===== config.mk =====
export PLATFORM = sky130hd
export DESIGN_NAME = fm_stim_driver
export DESIGN_NICKNAME = d
export VERILOG_FILES = /design/src/rtl/fm_stim_driver_pkg.sv /design/src/rtl/fm_stim_driver_sync.sv /design/src/rtl/fm_stim_driver.sv
export SDC_FILE = /design/constraint.sdc
export NUM_CORES = 1
export LEC_CHECK = 0
export ABC_CLOCK_PERIOD_IN_PS = 4900
export BUFFER_PORTS_ARGS = -buffer_cell sky130_fd_sc_hd__buf_2
export CAP_MARGIN = 40
export CORE_MARGIN = 1
export CORE_UTILIZATION = 29
export DETAILED_ROUTE_END_ITERATION = 12
export PLACE_DENSITY = 0.46
export SYNTH_ARGS = -nofsm -noshare
export SYNTH_HDL_FRONTEND = slang
export SYNTH_HIERARCHICAL = 1
export SYNTH_SLANG_ARGS = --single-unit

===== constraint.sdc =====
create_clock -name clk -period 4.9 [get_ports clk]
set_input_delay 0.735 -clock clk [delete_from_list [all_inputs] [get_ports clk]]
set_output_delay 0.735 -clock clk [all_outputs]
set_load 0.02 [all_outputs]

===== src/rtl/fm_stim_driver_pkg.sv =====
// Shared encodings and defaults for the fundamental-mode stimulus driver.
package fm_stim_driver_pkg;

  typedef enum logic [1:0] {
    ST_IDLE   = 2'd0,
    ST_SETTLE = 2'd1,
    ST_SAMPLE = 2'd2,
    ST_REPORT = 2'd3
  } state_t;

  localparam int RES_X1 = 3;
  localparam int RES_X2 = 2;
  localparam int RES_Z1 = 1;
  localparam int RES_Z2 = 0;

  localparam int DEF_SETTLE_CYCLES = 4;
  localparam int DEF_SYNC_STAGES   = 2;
  localparam int DEF_FIFO_DEPTH    = 4;

endpackage


===== src/rtl/fm_stim_driver_sync.sv =====
// Multi-flop synchroniser for one asynchronous FSM output bit; clears to 0 on reset.
module fm_sync_bit #(
  parameter int SYNC_STAGES = 2
) (
  input  logic clk,
  input  logic rst_n,
  input  logic i_d,
  output logic o_q
);

  logic [SYNC_STAGES-1:0] r_chain;

  always_ff @(posedge clk or negedge rst_n) begin
    if (!rst_n) begin
      r_chain <= '0;
    end else begin
      r_chain <= {r_chain[SYNC_STAGES-2:0], i_d};
    end
  end

  assign o_q = r_chain[SYNC_STAGES-1];

endmodule


===== src/rtl/fm_stim_driver.sv =====
// Drives X1/X2 of a fundamental-mode async FSM one input change at a time and reports {X1,X2,Z1,Z2}.
// Optional hazard detection on the synchronised Z outputs is enabled by FM_STIM_HAZARD_CHECK_EN.
module fm_stim_driver
  import fm_stim_driver_pkg::*;
#(
  parameter int SETTLE_CYCLES = DEF_SETTLE_CYCLES,
  parameter int SYNC_STAGES   = DEF_SYNC_STAGES,
  parameter int FIFO_DEPTH    = DEF_FIFO_DEPTH
) (
  input  logic       clk,
  input  logic       rst_n,
  input  logic       vec_valid,
  output logic       vec_ready,
  input  logic [1:0] vec_data,
  output logic       X1,
  output logic       X2,
  input  logic       Z1,
  input  logic       Z2,
  output logic       res_valid,
  input  logic       res_ready,
  output logic [3:0] res_data,
  output logic       res_unstable,
  output logic       busy
);

  localparam int N       = SETTLE_CYCLES + SYNC_STAGES;
  localparam int CNT_W   = $clog2(N) + 1;
  localparam int PTR_W   = $clog2(FIFO_DEPTH);
  localparam int QCNT_W  = PTR_W + 1;
  localparam logic [CNT_W-1:0] CNT_LOAD = CNT_W'(N - 1);

  logic w_zs1;
  logic w_zs2;

  fm_sync_bit #(.SYNC_STAGES(SYNC_STAGES)) u_sync_z1 (
    .clk   (clk),
    .rst_n (rst_n),
    .i_d   (Z1),
    .o_q   (w_zs1)
  );

  fm_sync_bit #(.SYNC_STAGES(SYNC_STAGES)) u_sync_z2 (
    .clk   (clk),
    .rst_n (rst_n),
    .i_d   (Z2),
    .o_q   (w_zs2)
  );

  // Input vector queue: circular buffer, storage itself is not reset.
  logic [1:0]        r_mem [FIFO_DEPTH];
  logic [PTR_W-1:0]  r_wr_ptr;
  logic [PTR_W-1:0]  r_rd_ptr;
  logic [QCNT_W-1:0] r_count;
  logic              w_full;
  logic              w_empty;
  logic              w_push;
  logic              w_pop;

  assign w_full    = (r_count == QCNT_W'(FIFO_DEPTH));
  assign w_empty   = (r_count == '0);
  assign vec_ready = !w_full;
  assign w_push    = vec_valid && !w_full;

  always_ff @(posedge clk) begin
    if (w_push) begin
      r_mem[r_wr_ptr] <= vec_data;
    end
  end

  always_ff @(posedge clk or negedge rst_n) begin
    if (!rst_n) begin
      r_wr_ptr <= '0;
      r_rd_ptr <= '0;
      r_count  <= '0;
    end else begin
      if (w_push) begin
        r_wr_ptr <= r_wr_ptr + PTR_W'(1);
      end
      if (w_pop) begin
        r_rd_ptr <= r_rd_ptr + PTR_W'(1);
      end
      case ({w_push, w_pop})
        2'b10:   r_count <= r_count + QCNT_W'(1);
        2'b01:   r_count <= r_count - QCNT_W'(1);
        default: r_count <= r_count;
      endcase
    end
  end

  state_t           r_state;
  state_t           w_state_nx;
  logic [CNT_W-1:0] r_cnt;
  logic [CNT_W-1:0] w_cnt_nx;
  logic             r_pend;
  logic             w_pend_nx;
  logic [1:0]       r_x;
  logic [1:0]       w_x_nx;
  logic             r_res_valid;
  logic             w_res_valid_nx;
  logic [3:0]       r_res_data;
  logic [3:0]       w_res_data_nx;
  logic [1:0]       w_tgt;
  logic [1:0]       w_diff;

  always_ff @(posedge clk or negedge rst_n) begin
    if (!rst_n) begin
      r_state     <= ST_IDLE;
      r_cnt       <= '0;
      r_pend      <= 1'b0;
      r_x         <= 2'b00;
      r_res_valid <= 1'b0;
      r_res_data  <= '0;
    end else begin
      r_state     <= w_state_nx;
      r_cnt       <= w_cnt_nx;
      r_pend      <= w_pend_nx;
      r_x         <= w_x_nx;
      r_res_valid <= w_res_valid_nx;
      r_res_data  <= w_res_data_nx;
    end
  end

  // A two-bit change is split: X1 moves first, X2 only after a full settle window.
  always_comb begin
    w_state_nx     = r_state;
    w_cnt_nx       = r_cnt;
    w_pend_nx      = r_pend;
    w_x_nx         = r_x;
    w_res_valid_nx = r_res_valid;
    w_res_data_nx  = r_res_data;
    w_pop          = 1'b0;
    w_tgt          = r_mem[r_rd_ptr];
    w_diff         = 2'b00;
    unique case (r_state)
      ST_IDLE: begin
        if (!w_empty) begin
          w_pop      = 1'b1;
          w_diff     = w_tgt ^ r_x;
          w_state_nx = ST_SETTLE;
          w_cnt_nx   = CNT_LOAD;
          if (w_diff == 2'b11) begin
            w_x_nx[1] = ~r_x[1];
            w_pend_nx = 1'b1;
          end else begin
            w_x_nx = w_tgt;
          end
        end
      end
      ST_SETTLE: begin
        if (r_cnt == '0) begin
          if (r_pend) begin
            w_x_nx[0] = ~r_x[0];
            w_pend_nx = 1'b0;
            w_cnt_nx  = CNT_LOAD;
          end else begin
            w_state_nx = ST_SAMPLE;
          end
        end else begin
          w_cnt_nx = r_cnt - CNT_W'(1);
        end
      end
      ST_SAMPLE: begin
        w_res_valid_nx         = 1'b1;
        w_res_data_nx[RES_X1]  = r_x[1];
        w_res_data_nx[RES_X2]  = r_x[0];
        w_res_data_nx[RES_Z1]  = w_zs1;
        w_res_data_nx[RES_Z2]  = w_zs2;
        w_state_nx             = ST_REPORT;
      end
      ST_REPORT: begin
        if (res_ready) begin
          w_res_valid_nx = 1'b0;
          w_state_nx     = ST_IDLE;
        end
      end
      default: w_state_nx = ST_IDLE;
    endcase
  end

`ifdef FM_STIM_HAZARD_CHECK_EN
  // Any Zs movement in the tail of the last settle window means the FSM was not yet stable.
  logic [1:0] r_zs_prev;
  logic       r_hz_flag;
  logic       r_unstable;
  logic       w_in_window;

  assign w_in_window = (r_state == ST_SETTLE) && !r_pend &&
                       (r_cnt <= CNT_W'(SYNC_STAGES));

  always_ff @(posedge clk or negedge rst_n) begin
    if (!rst_n) begin
      r_zs_prev  <= 2'b00;
      r_hz_flag  <= 1'b0;
      r_unstable <= 1'b0;
    end else begin
      r_zs_prev <= {w_zs1, w_zs2};
      if (w_pop) begin
        r_hz_flag <= 1'b0;
      end else if (w_in_window && ({w_zs1, w_zs2} != r_zs_prev)) begin
        r_hz_flag <= 1'b1;
      end
      if (r_state == ST_SAMPLE) begin
        r_unstable <= r_hz_flag;
      end
    end
  end

  assign res_unstable = r_unstable;
`else
  assign res_unstable = 1'b0;
`endif

  assign X1        = r_x[1];
  assign X2        = r_x[0];
  assign res_valid = r_res_valid;
  assign res_data  = r_res_data;
  assign busy      = (r_state != ST_IDLE) || !w_empty;

endmodule


==> metrics.csv, run 1 <==
metric,value,unit
post-synth top area share,37.15,%
CTS tree,done,
Area Growth Syn to Fin,15.60,%
Post-Route M1 WL,1.374,mm
first-pass iteration count of the detailed router,4,
syn avg cell area,11.61,um2
routed wire length,2.995,mm
Root Buffer,clkbuf_8,
GPL Wtd Cong,0.7337,
part of the power in registers,36.1,%
worst hold path class,flip-flop to flip-flop,
hold buffers post-CTS,0,
Worst VDD drop,0.0001955,V
max_cap viols,0,
cell taking the most area after synthesis,dfrtp_1,
Yosys warning count,6,
status,finished clean,
Inst Count DP,229,
slowest CP cell,nor4b_2,
predominant post-synthesis flop cell,dfrtp_1,
Starting DRT DRC Count,35,
Cell variety after synth,48,
Die ar.,0.006116,mm2
IO Count,18,
crit path kind,flip-flop to output pin,
total track usage,11.14,%
f_max,0.3727,GHz
clk_lat worst skew,290,ps
Starting Density,30.40,%
minimum clock period,2683,ps
CTS Buf Count,5,
core box area,0.005540,mm2
vias post-DR,1098,
layout cells sized above 1,21.21,%
clock network power share,20.8,%
net switching power,0.5091,mW
Worst Hold End,u_sync_z1/r_chain[1],
CTS sink count,33,
post-DR wirelength/cell,12.64,um
Chip Width,78.21,um
crit-path cells,inv_1 > ha_1 > nor4b_2 > inv_2 > buf_2,
Post-Synthesis Cells,145,
DP Wirelength,2.262,mm
cells resized by post-CTS repair,0,
drt drc,0,
Int Power,0.7924,mW
Post-CTS Setup Inserts,0,
Met3 Routed Length,105,um
FF-to-FF Start,r_state[0],
first-pass GRT wire length,5.106,mm
Worst EP arrival,1950,ps
Top Metal Used,met4,
drt via density,4.633,
IO Port Bufs,16,
Sw Ratio,39.12,%
"Setup violations, final",0,
Final Hold Fails,0,
#FFs+latches synth,33,
Crit path max-delay family,buffers and inverters,
Setup crit end kind,output pin,
final antenna-violating net count,0,
maximum root-to-sink buffer count,2,
CP Max Fanout,9,
Logic pwr share,43.0,%
"Req. time, crit path",4160,ps
max incr delay on CP,440,ps
hold path depth,0,
Buf/Inv on CP,3,
RSZ-0062 raised after global routing,no,
number of synthesized flops with an enable pin,8,
critical path startpoint category,flip-flop,
fin crit share,54.76,%
H-tree Lvls,2,
worst-case headroom to the max-slew limit,62.03,%
Worst-Margin Slew,569.6,ps
Chip Height,78.21,um
initial antenna violation count,0,
final net count,185,
main area contributors after synthesis,"dfrtp_1 37%, edfxtp_1 14%, ha_1 8.9%, inv_1 2.7%, xnor2_1 2.6%",
synthesized area,0.001684,mm2
Non-Filler Instances,237,
met2 WL,1.458,mm
vias in the first global route,1065,
PwrDens,668.5,mW/mm2
# diodes,0,
top-count cell post-synth,dfrtp_1,
leakage,0.8378,nW
sequential share of the synthesized area,51.41,%
Hold WS,348.7,ps
"Slew Viols, Final",0,
RR Endpoint,r_count[2],
Clock Skew,8.219,ps
"CTS clk-pin slew, worst paths",70,ps
Syn Nets,166,
"reg-to-reg slack, setup",2570,ps
Site Rows,27,
largest net degree at the start of global routing,26,
worst r2r path cells,10,
TNS Setup,0,ps
most frequent cells after synthesis,"25 x dfrtp_1, 12 x ha_1, 12 x inv_1, 10 x nand2_1, 8 x edfxtp_1",
Post-synth ARST share,75.76,%
Min-Delay Startpoint,u_sync_z1/r_chain[0],
total global routing overflow,0,
## cell usage in the layout (no fill, tap or decap), types with 2 or more instances in the layout
cell	count
mux2_1	3
buf_2	16
inv_2	3
xnor2_1	5
nor2_1	5
a21oi_1	4
edfxtp_1	8
nand2_1	10
clkbuf_8	6
and3_1	4
o21ai_1	6
o21ai_0	4
xor2_1	2
ha_1	12
inv_1	12
dfrtp_1	25
nand3_1	5
mux2_2	3
mux2i_1	3
## worst register-to-register path: stages, from the launching register on
cell     delay (ps)
dfrtp_1         410
inv_1           120
ha_1            370
o31ai_1         220
inv_2           100
ha_1            180
inv_1            60
fa_1            380
xor2_1          150
nor2_1          110
xor2_1          150
## registers in the layout, indices dropped and copies added (netlist names), 2 cells and up
| register | count |
|---|---|
| r_mem | 8 |
| r_cnt | 4 |
| res_data | 4 |
| r_count | 3 |
| r_rd_ptr | 2 |
| r_state | 2 |
| r_wr_ptr | 2 |
| r_x | 2 |
| u_sync_z1/r_chain | 2 |
| u_sync_z2/r_chain | 2 |
## routing by layer
metal  up-vias  track usage (%)
li1        540                -
met1       534            13.50
met2        18            17.72
met3         6            3.837
met4         0            5.185
met5         -                0
## per-stage QoR
stage	power, mW	util [%]	worst slack (ps)	instance area [um2]
6_report	1.302	35.14	2217	1947
5_1_grt	1.418	35.14	2042	1947
4_1_cts	1.320	35.14	2195	1947
3_5_place_dp	1.044	32.97	2516	1827
3_3_place_gp	1.019	32.97	2606	1827
2_1_floorplan	0.9121	-	2779	1684
## layout make-up
class / instances / area (um2)
repair buffers: 16 / 80.08
well taps: 72 / 90.09
fillers: 579 / 3593
multi-input cells: 93 / 734.5
clock buffers: 6 / 82.58
inverters: 15 / 56.30
clock inverters: 2 / 37.54
flip-flops and latches: 33 / 865.8
## power by group through the flow
stage | combinational (mW) | clock (mW) | sequential, mW
after floorplan | 0.436 | 0 | 0.477
after global placement | 0.549 | 0 | 0.470
after detailed placement | 0.567 | 0 | 0.477
after CTS | 0.570 | 0.279 | 0.471
after global routing | 0.644 | 0.291 | 0.483
final | 0.560 | 0.271 | 0.470
## worst max path at each step
stage	from	end	slack (ps)	cells past startpoint
3_5_place_dp	r_state[0]	busy	2520	5
5_1_grt	r_state[0]	busy	2040	5
3_3_place_gp	r_state[0]	busy	2610	5
4_1_cts	r_state[0]	busy	2190	5
2_1_floorplan	r_count[0]	r_count[2]	2780	10
6_report	r_state[0]	busy	2220	5
## kinds of logic (layout without fill, tap and decap cells)
family / after synthesis / after routing / share of synthesized area (%)
buffers and inverters: 19 / 39 / 4.977
muxes: 10 / 10 / 7.132
adders and majority gates: 13 / 13 / 10.10
xor gates and xnor gates: 7 / 7 / 3.640
and+or+nand+nor: 36 / 36 / 11.89
DFF: 33 / 33 / 51.41
other: 1 / 1 / 0.2227
AOI/OAI and AO/OA: 26 / 26 / 10.63
Note: power is estimated with default switching activity, not from simulation.
==> run 2: changes to the inputs <==
ABC_CLOCK_PERIOD_IN_PS = 2300   (was 4900)
PLACE_DENSITY = 0.48   (was 0.46)
clock period = 2.3 ns   (was 4.9 ns; I/O delays follow)
==> run 2 against run 1 <==
Against the previous run:
- global-route usage up 0.089 points
- sequential cell count unchanged
- core utilization is 0.45 points higher
- largest cell class unchanged
- largest power group unchanged
- highest routed layer unchanged
==> metrics.csv, run 2 (synthesis gave the netlist of run 1 again) <==
metric,value,unit
status,finished clean,
Site Rows,27,
"commonest non-fill, non-tap cell in the layout",dfrtp_1,
Root Buffer,clkbuf_8,
f_max,0.4694,GHz
CTS Buf Count,5,
DP Wirelength,2.344,mm
global route hottest layer,met2,
met3 Resource Use GR,3.256,%
drt drc,0,
PwrDens,1425,mW/mm2
minimum clock period,2130,ps
first-pass GRT wire length,5.209,mm
Chip Height,78.21,um
largest net degree at the start of global routing,26,
CTS sink count,33,
GPL Wtd Cong,0.7090,
routed wire length,3.070,mm
"CTS clk-pin slew, worst paths",70,ps
TNS Setup,0,ps
final antenna-violating net count,0,
fillers,559,
GR Util met1,13.55,%
vias in the first global route,1084,
worst-case headroom to the max-slew limit,58.71,%
Worst-Margin Slew,614.2,ps
CP Max Fanout,8,
Util after Layout,35.59,%
Chip Width,78.21,um
"Setup violations, final",0,
Area Growth Syn to Fin,17.09,%
FF-to-FF Start,r_count[1],
drt via density,4.563,
Worst VDD drop,0.0005617,V
Setup crit end kind,output pin,
Die ar.,0.006116,mm2
"Req. time, crit path",1960,ps
clk_lat worst skew,280,ps
Starting DRT DRC Count,101,
Clock Skew,4.960,ps
layout cells sized above 1,23.21,%
first-pass iteration count of the detailed router,4,
"commonest cells after routing, fill and taps aside","25 x dfrtp_1, 16 x buf_2, 12 x inv_1, 12 x ha_1, 10 x nand2_1",
IO Count,18,
total global routing overflow,0,
IO Port Bufs,16,
RR Endpoint,r_count[2],
# diodes,0,
total track usage,11.23,%
core box area,0.005540,mm2
H-tree Lvls,2,
"Slew Viols, Final",0,
critical path endpoint,busy,
Final Power,2.811,mW
initial antenna violation count,0,
max_cap viols,0,
post-DR wirelength/cell,12.79,um
number of flip-flops in the largest register,8,
maximum root-to-sink buffer count,2,
"reg-to-reg slack, setup",210,ps
Starting Density,30.40,%
RSZ-0062 raised after global routing,no,
grt met2 use,18.51,%
crit path kind,flip-flop to output pin,
critical path startpoint category,flip-flop,
worst r2r path cells,10,
fin crit share,92.62,%
Final Hold Fails,0,
worst hold path class,input port to async pin,
hold buffers post-CTS,0,
"Most flops, register",r_mem,
CTS tree,done,
Worst setup startpoint,r_state[0],
leakage,0.8565,nW
vias post-DR,1095,
final net count,188,
Worst EP arrival,1790,ps
## run 2: cell count changes in the layout (fill, tap and decap cells not counted), sizes merged
| cell | before | now |
|---|---|---|
| clkbuf | 6 | 7 |
| clkinvlp | 1 | 0 |
| buf | 16 | 19 |
## run 2: cell type report
cell class / instances / area [um2] / area share, %
clock inverters: 1 / 30.03 / 1.523
multi-input cells: 93 / 740.7 / 37.56
well taps: 72 / 90.09 / 4.569
flip-flops and latches: 33 / 865.8 / 43.91
clock buffers: 7 / 86.33 / 4.378
inverters: 15 / 56.30 / 2.855
repair buffers: 19 / 102.6 / 5.203
## run 2: critical path, stage by stage (launching register included)
cell and delay [ps]:
dfrtp_1 400, inv_1 130, ha_1 200, buf_4 170, nor4b_2 200, buf_4 170, inv_2 70, buf_2 160
## run 2: what timing repair did
action,4_1_cts,5_1_grt
resized for setup,0,2
endpoints found under the setup margin,0,1
buffers inserted,0,0
## run 2: per-stage QoR
step / worst slack, ps / area, um2 / instances / hold WS, ps
after global routing: 10.03 / 1972 / 240 / 78.77
after CTS: 134.4 / 1966 / 240 / 71.33
after detailed placement: 184.9 / 1849 / 232 / 334.7
after floorplan: 179.0 / 1684 / 145 / 49.41
final: 169.8 / 1972 / 240 / 51.05
after global placement: 230.9 / 1849 / 232 / 333.1
## run 2: worst min path at each step
stage	from	end	slack (ps)	cells past startpoint
after global routing	rst_n	res_data[2]	80	1
final	rst_n	res_data[2]	50	1
after floorplan	rst_n	r_cnt[0]	50	0
after detailed placement	u_sync_z2/r_chain[0]	u_sync_z2/r_chain[1]	330	0
after global placement	u_sync_z2/r_chain[0]	u_sync_z2/r_chain[1]	330	0
after CTS	rst_n	res_data[2]	70	1
## run 2: per-layer routing
layer / vias up / part of all wire, % / routed length [um]
li1: 542 / - / -
met1: 526 / 45 / 1392
met2: 22 / 49 / 1512
met3: 5 / 3.8 / 118
met4: 0 / 1.5 / 47
met5: - / 0 / 0
## run 2: power by group
group	switching (mW)	total, mW	internal, mW
combinational	0.704	1.25	0.548
clock	0.205	0.558	0.353
sequential	0.188	1.00	0.812
total	1.10	2.81	1.71
